[config.mk]
export PLATFORM = sky130hd
export DESIGN_NAME = router_output
export DESIGN_NICKNAME = d
export VERILOG_FILES = /design/src/rtl/my_pkg.sv /design/src/rtl/rr_arbiter.sv /design/src/rtl/router_output.sv
export SDC_FILE = /design/constraint.sdc
export NUM_CORES = 1
export LEC_CHECK = 0
export BUFFER_PORTS_ARGS = -buffer_cell sky130_fd_sc_hd__buf_2
export CAP_MARGIN = 20
export CORE_ASPECT_RATIO = 0.6
export CORE_UTILIZATION = 52
export DETAILED_ROUTE_END_ITERATION = 16
export PLACE_DENSITY = 0.91
export SYNTH_ARGS = -nofsm -noshare
export SYNTH_HDL_FRONTEND = slang
export SYNTH_HIERARCHICAL = 1
export SYNTH_SLANG_ARGS = --single-unit
[constraint.sdc]
create_clock -name clk -period 6.1 [get_ports clk]
set_input_delay 1.22 -clock clk [delete_from_list [all_inputs] [get_ports clk]]
set_output_delay 1.22 -clock clk [all_outputs]
set_load 0.005 [all_outputs]
[src/rtl/my_pkg.sv]
`default_nettype none
// +------------------------------------------------------------------+
// | my_pkg : shared router constants, port codes and helpers          |
// | Rev 1.0                                                           |
// +------------------------------------------------------------------+
package my_pkg;

  localparam int PACKET_LENGTH = 16;
  localparam int NUM_PORTS     = 5;

  typedef enum logic [2:0] {
    LOCAL = 3'd0,
    EAST  = 3'd1,
    NORTH = 3'd2,
    WEST  = 3'd3,
    SOUTH = 3'd4
  } port_e;

  // Requests coming back from the port we drive would be U-turns.
  function automatic logic [NUM_PORTS-1:0] port_mask(input port_e dir);
    return (dir == LOCAL) ? '0 : (NUM_PORTS'(1) << dir);
  endfunction

endpackage
`default_nettype wire

[src/rtl/rr_arbiter.sv]
`default_nettype none
// +------------------------------------------------------------------+
// | rr_arbiter : N-way round-robin arbiter, pointer after last winner |
// | Rev 1.0                                                           |
// +------------------------------------------------------------------+
module rr_arbiter #(
  parameter int N = 5
) (
  input  logic         clk,
  input  logic         arst_n,
  input  logic [N-1:0] ereq,
  input  logic         enable,
  output logic [N-1:0] grant
);

  localparam int PTR_W = (N > 1) ? $clog2(N) : 1;
  localparam logic [PTR_W-1:0] c_LAST = PTR_W'(N - 1);

  logic [PTR_W-1:0] r_ptr;
  logic [PTR_W-1:0] w_win;
  logic             w_found;

  // Scan backwards so the requester closest to the pointer is written last.
  always_comb begin
    int idx;
    w_win   = '0;
    w_found = 1'b0;
    idx     = 0;
    for (int k = N - 1; k >= 0; k--) begin
      idx = int'(r_ptr) + k;
      if (idx >= N) idx = idx - N;
      if (ereq[idx]) begin
        w_win   = PTR_W'(idx);
        w_found = 1'b1;
      end
    end
    grant = '0;
    if (enable && w_found) grant[w_win] = 1'b1;
  end

  always_ff @(posedge clk or negedge arst_n) begin
    if (!arst_n) begin
      r_ptr <= '0;
    end else if (enable && w_found) begin
      r_ptr <= (w_win == c_LAST) ? '0 : w_win + 1'b1;
    end
  end

endmodule
`default_nettype wire

[src/rtl/router_output.sv]
`default_nettype none
// +------------------------------------------------------------------+
// | router_output : mesh router output port, RR arbiter + 2-entry skid|
// | Rev 1.0                                                           |
// +------------------------------------------------------------------+
module router_output
  import my_pkg::*;
#(
  parameter port_e DIR = LOCAL
) (
  input  logic                                           clk,
  input  logic                                           arst_n,
  input  logic [NUM_PORTS-1:0]                           req,
  input  logic signed [NUM_PORTS-1:0][PACKET_LENGTH-1:0] data_in,
  output logic [NUM_PORTS-1:0]                           grant,
  output logic                                           packet_valid,
  output logic signed [PACKET_LENGTH-1:0]                down,
  input  logic                                           is_reading,
  output logic [1:0]                                     occupancy
);

  localparam logic [NUM_PORTS-1:0] c_MASK = port_mask(DIR);

  logic [NUM_PORTS-1:0]              w_ereq;
  logic                              w_enable;
  logic                              w_push;
  logic                              w_pop;
  logic signed [PACKET_LENGTH-1:0]   w_push_data;

  logic signed [PACKET_LENGTH-1:0]   r_slot [2];
  logic                              r_rd_ptr;
  logic                              r_wr_ptr;
  logic [1:0]                        r_occ;

  assign w_ereq   = req & ~c_MASK;
  // Grant is held off while in reset so an asserted req cannot leak through.
  assign w_enable = arst_n && (r_occ != 2'd2);

  rr_arbiter #(.N(NUM_PORTS)) u_arb (
    .clk    (clk),
    .arst_n (arst_n),
    .ereq   (w_ereq),
    .enable (w_enable),
    .grant  (grant)
  );

  assign w_push = |grant;
  assign w_pop  = (r_occ != 2'd0) && is_reading;

  always_comb begin
    w_push_data = '0;
    for (int i = 0; i < NUM_PORTS; i++) begin
      if (grant[i]) w_push_data = data_in[i];
    end
  end

  always_ff @(posedge clk or negedge arst_n) begin
    if (!arst_n) begin
      r_slot[0] <= '0;
      r_slot[1] <= '0;
      r_rd_ptr  <= 1'b0;
      r_wr_ptr  <= 1'b0;
      r_occ     <= 2'd0;
    end else begin
      if (w_push) begin
        r_slot[r_wr_ptr] <= w_push_data;
        r_wr_ptr         <= ~r_wr_ptr;
      end
      if (w_pop) r_rd_ptr <= ~r_rd_ptr;
      case ({w_push, w_pop})
        2'b10:   r_occ <= r_occ + 2'd1;
        2'b01:   r_occ <= r_occ - 2'd1;
        default: r_occ <= r_occ;
      endcase
    end
  end

  assign packet_valid = (r_occ != 2'd0);
  assign down         = r_slot[r_rd_ptr];
  assign occupancy    = r_occ;

endmodule
`default_nettype wire

Yosys cells after proc, flatten, opt, wreduce, memory -nomap -nowiden
Cells that the tools add are included.

Register bits: 39. Input bits: 88. Output and inout port bits: 24. Word-level logic and storage cells: 95.

$add $sub $neg: 12. $lt $le $gt $ge: 15. Equality and inequality tests: 4. Multiplexer cells: 46. Bitwise logic cells: 4. Reduce and logical (&&, ||, !) cells: 8.

Operators with widths (count): less-than comparator 32 x 5 -> 1 bit, second input constant (5); two-way mux 32 bit (5); two-way mux 16 bit (9); greater-or-equal comparator 32 x 4 -> 1 bit, second input constant (4); subtractor 32 x 4 -> 32 bit, second input constant (4); bitwise mux 32 bit (1); two-way mux 3 bit (6); demux 16 bit (select 1 bit) (1); two-way mux 1 bit (16); binary-select mux 1 bit (select 3 bit) (5); adder 3 x 2 -> 4 bit, second input constant (2); logical AND 1 bit (5); two-way mux 5 bit (1); OR reduction 5 bit (1); adder 3 x 1 -> 4 bit, second input constant (1); adder 3 x 3 -> 4 bit, second input constant (1); greater-or-equal comparator 2 bit, second input constant (2); less-than comparator 3 x 4 -> 1 bit, second input constant (1); inverter 1 -> 2 bit (2); one-hot mux 2 bit (2 select lines) (1); nonzero test 2 bit (2); subtractor 3 x 3 -> 4 bit, second input constant (1); adder 3 x 1 -> 3 bit, second input constant (1); demux 1 bit (select 3 bit) (1); other kinds (10) (11).

Longest topological paths before layout
Depth after elaboration: 22. Depth in mapped cells: 22. Gate-level depth less buffers: 18.

Modules after synthesis
The synthesis kept the hierarchy.

By module, submodules not included: router_output (instances 1, cells an instance 220, area an instance 2148.3 um^2, sequential area each 900.9 um^2); rr_arbiter (instances 1, cells an instance 177, area an instance 1428.9 um^2, sequential area each 75.1 um^2).

Worst setup path after synthesis
Ideal clock, no wire load.

Path type: flip-flop to output port. Start: reg u_arb.r_ptr[0]. End: out grant[3]. Data arrival time: 3.325 ns. Data required time: 4.880 ns. Setup slack: 1.555 ns. Cell stages (with the launch flop): 16. Path buffers: 3. Path through: dfrtp_1 -> buf_4 -> buf_6 -> buf_2 -> inv_1 -> ha_1 -> inv_1 -> ha_1 -> a21oi_2 -> xnor2_2 -> mux2i_1 -> nor3_1 -> nor3b_2 -> a21oi_1 -> a21bo_2 -> nor3_1.

Cells in the longest elaborated chain, start to end: 16. Elaborated cells between the ends (all ways): 51. Classes of those cells: 9 x add/sub; 7 x order compare; 33 x mux; 2 x reduce/logical.

RTL lines: start, declared (RTL line rr_arbiter.sv:19) `logic [PTR_W-1:0] r_ptr;`; start signal, assigned (RTL line rr_arbiter.sv:45) `r_ptr <= (w_win == c_LAST) ? '0 : w_win + 1'b1;`; adder 3 x 3 -> 4 bit (RTL line rr_arbiter.sv:30) `idx = int'(r_ptr) + k;`; subtractor 32 x 4 -> 32 bit or greater-or-equal comparator 32 x 4 -> 1 bit (tied branches) (RTL line rr_arbiter.sv:31) `if (idx >= N) idx = idx - N;`; two-way mux 32 bit (RTL line rr_arbiter.sv:31); binary-select mux 1 bit (select 3 bit) (RTL line rr_arbiter.sv:32) `if (ereq[idx]) begin`; two-way mux 1 bit (implied by the code) (2 in a row) (RTL line rr_arbiter.sv:32); two-way mux 3 bit (5 in a row) (RTL line rr_arbiter.sv:32); less-than comparator 3 x 4 -> 1 bit (implied by the code) or greater-or-equal comparator 3 x 1 -> 1 bit (tied branches) (RTL line rr_arbiter.sv:38) `if (enable && w_found) grant[w_win] = 1'b1;`; logical AND 1 bit (implied by the code) (RTL line rr_arbiter.sv:38); two-way mux 1 bit (implied by the code) (RTL line rr_arbiter.sv:38); demux 1 bit (select 3 bit); two-way mux 5 bit (*) (RTL line rr_arbiter.sv:38); end, declared (RTL line router_output.sv:15) `output logic [NUM_PORTS-1:0] grant,`.

Every way passes the cells marked *; elsewhere a longest branch is shown, timed or not. The select of a mux whose other input is x is not followed.

Final worst setup path
Start: reg u_arb.r_ptr[1]. End: out grant[3].

The elaborated chain is that of the path after synthesis.

==> impl_metrics.py <==
metrics = {
    "grt": {
        "grt_pass1_wl_um": 17200,
        "antenna_found_initial": 0,
        "grt.total_usage_pct": 31.6,
        "grt_overflow": 0,
        "grt_pass1_vias": 3295,
        "grt_max_degree": 41,
    },
    "worst_setup_path": {
        "cp_data_arrival_time_ns": 4.27,
        "r2r_start": "u_arb/r_ptr[1]",
        "rrSetupSlack_ns": 0.76,
        "worstSetupPathType": "reg -> out",
        "critical_path.endpoint_type": "output port",
        "path_common_cell": "o311ai_2",
        "critPathMaxStageDelay_ns": 0.69,
        "ff2ff_path_depth": 14,
        "crit_fanout": 18,
        "crit_path_start_kind": "register",
        "cp_top_family": "simple AND/OR/NAND/NOR gates",
        "cp_num_buf_inv": 2,
        "cp_slowest_cell": "ha_1",
        "crit_required_ns": 4.88,
        "crit_chain": "inv_1 > ha_1 > nand2b_1 > o22ai_2 > and3_2 > a211oi_2 > a21bo_2 > o311ai_2 > o311ai_2 > nor3_1 > buf_2",
        "r2r-end": "r_slot[26]",
    },
    "routing": {
        "wl_met3_um": 1460,
        "met1Wirelength_um": 4860,
        "routedWlPerCell_um": 19.3,
        "drt.antenna.violating_nets": 0,
        "viasPerCell": 6.41,
        "route.met2.wl_um": 4700,
        "top_layer": "met4",
        "drcViolationCount": 0,
        "drtPass1Iterations": 6,
        "num_vias": 3684,
        "drt_iter0_markers": 352,
        "wl_um": 11100,
    },
    "placed_design": {
        "placed_cells": 568,
        "io_buffers": 111,
        "gp_congestion": 0.954,
        "place_hpwl_um": 8130,
    },
    "final_layout": {
        "diodes": 0,
        "fill_cells": 483,
        "syn2layout_area_growth_pct": 18.8,
        "nets": 594,
        "finalNonFillerCells": 575,
        "drive_above_1_share_pct": 36.0,
    },
    "clock_network": {
        "cts_setup_buffers": 0,
        "cts_tree": "built",
        "htreeDepth": 2,
        "cts.hold.buffers_added": 0,
        "insertion_delay_ns": 0.28,
        "cts.reportedPaths.clkPinSlew_ns": 0.06,
        "cts_resized": 0,
        "cts_made_buffers": 5,
        "cts_max_path_buffers": 2,
        "clock_sinks": 39,
        "cts_root_buf": "clkbuf_16",
    },
    "timing": {
        "max_freq_mhz": 182,
        "rsz0062_at_grt": "false",
        "drv_slew": 0,
        "tightest_slew_ns": 0.752,
        "hold_violations": 0,
        "final.setup.tns_ns": 0,
        "relSlewSlack_pct": 49.9,
        "fin_crit_sh_pct": 90.1,
        "clock_skew_ns": 0.00385,
        "period_minus_slack_ns": 5.49,
        "setup-violations-final": 0,
    },
    "logic_synthesis": {
        "netlist.area_leader.share_pct": 27.3,
        "yosysSeqAreaShare_pct": 27.3,
        "synth_warnings": 6,
        "synth_area_leader_cell": "dfrtp_1",
        "synth_ff_type": "dfrtp_1",
        "syn_area_mm2": 0.00358,
        "synth_cells": 397,
        "synth-seq-cells": 39,
        "synth_most_common_cell": "nor2_1",
        "synth_cell_types": 66,
        "syn_nets": 500,
        "synthTopCellsByArea": "dfrtp_1 27%, a31oi_1 5.9%, mux2_2 5.4%, ha_1 5.2%, nor2_1 5.1%",
        "synth_commonest_cells": "49 x nor2_1, 39 x dfrtp_1, 34 x a31oi_1, 24 x nand2_1",
        "async_flop_share_pct": 100,
        "postSynthAreaPerCell_um2": 9.01,
        "synth_edf_count": 0,
    },
    "run_status": {
        "outcome": "completed",
    },
    "die": {
        "dieHeight_um": 66.2,
        "fp-row-count": 22,
        "pin_count": 112,
        "start_util_pct": 56.3,
        "die_width_um": 109,
        "core_area_mm2": 0.00636,
        "dieArea_mm2": 0.00723,
    },
    "worst_hold_path": {
        "hp-class": "reg -> reg",
        "min_path_cells": 1,
        "min-delay-start": "r_wr_ptr",
        "min_to": "r_wr_ptr",
    },
    "flow_run": {
        "drv_cap": 0,
    },
}
## layout by cell type, fill, tap and decap left out, types with 5 or more instances in the layout
cell,n
a221oi_1,7
a21oi_1,9
nor2_1,48
mux2i_1,11
ha_1,15
nand2_1,24
nor4_1,5
dfrtp_1,39
mux2_2,17
nor3_1,8
buf_4,6
o22ai_1,18
a221oi_2,9
o21ai_0,6
inv_1,11
a21o_1,5
a31oi_1,34
buf_2,111
clkbuf_16,5
nor2b_1,5
nand2b_1,6
or3_1,18
xnor2_1,6
## per-stage QoR
step / setup slack, ns / area [um2] / hold WS, ns / util (%)
after floorplan: 1.56 / 3580 / 0.462 / -
after CTS: 0.696 / 4250 / 0.525 / 66.8
final: 0.605 / 4250 / 0.526 / 66.8
after global placement: 1.14 / 4090 / 0.494 / 64.3
after global routing: 0.329 / 4250 / 0.554 / 66.8
after detailed placement: 0.972 / 4090 / 0.508 / 64.3
## worst max path at each step
stage | startpoint | to | slack [ns] | cells after the start
floorplan | u_arb/r_ptr[0] | grant[3] | 1.56 | 15
global placement | u_arb/r_ptr[1] | grant[3] | 1.14 | 10
finish | u_arb/r_ptr[1] | grant[3] | 0.61 | 11
detailed placement | u_arb/r_ptr[1] | r_slot[15] | 0.97 | 14
global route | u_arb/r_ptr[1] | grant[3] | 0.33 | 11
CTS | u_arb/r_ptr[1] | grant[3] | 0.70 | 11
## state kept, by name, indices dropped and copies added, names as in the netlist
signal	cells
r_wr_ptr	1
occupancy	2
r_rd_ptr	1
u_arb/r_ptr	3
r_slot	32
## final cells by class
class | instances | area [um2] | share of cell area, %
clock inverter | 1 | 30.0 | 0.707
sequential | 39 | 976 | 23.0
tap | 84 | 105 | 2.47
timing repair buffer | 117 | 601 | 14.1
inverter | 11 | 41.3 | 0.971
multi-input combinational | 317 | 2370 | 55.7
clock buffer | 6 | 129 | 3.03
## layer usage
| layer | track usage (%) | up-vias |
|---|---|---|
| met5 | 0 | - |
| met4 | 5.07 | 0 |
| met3 | 9.75 | 13 |
| met2 | 45.5 | 240 |
| met1 | 46.3 | 1744 |
| li1 | - | 1687 |
## logic make-up (layout without fill, tap and decap cells)
group | Yosys count | after routing | synth area share [%]
muxes | 30 | 30 | 9.69
and+or+nand+nor | 143 | 143 | 21.2
AOI/OAI and AO/OA | 119 | 119 | 27.0
DFF | 39 | 39 | 27.3
adders and majority gates | 15 | 15 | 5.25
xor gates and xnor gates | 10 | 10 | 2.66
buffers and inverters | 41 | 135 | 6.93
Power is left out: the tool's default activity adds up to more than one toggle a clock period on the data nets, which glitch-free logic cannot reach.
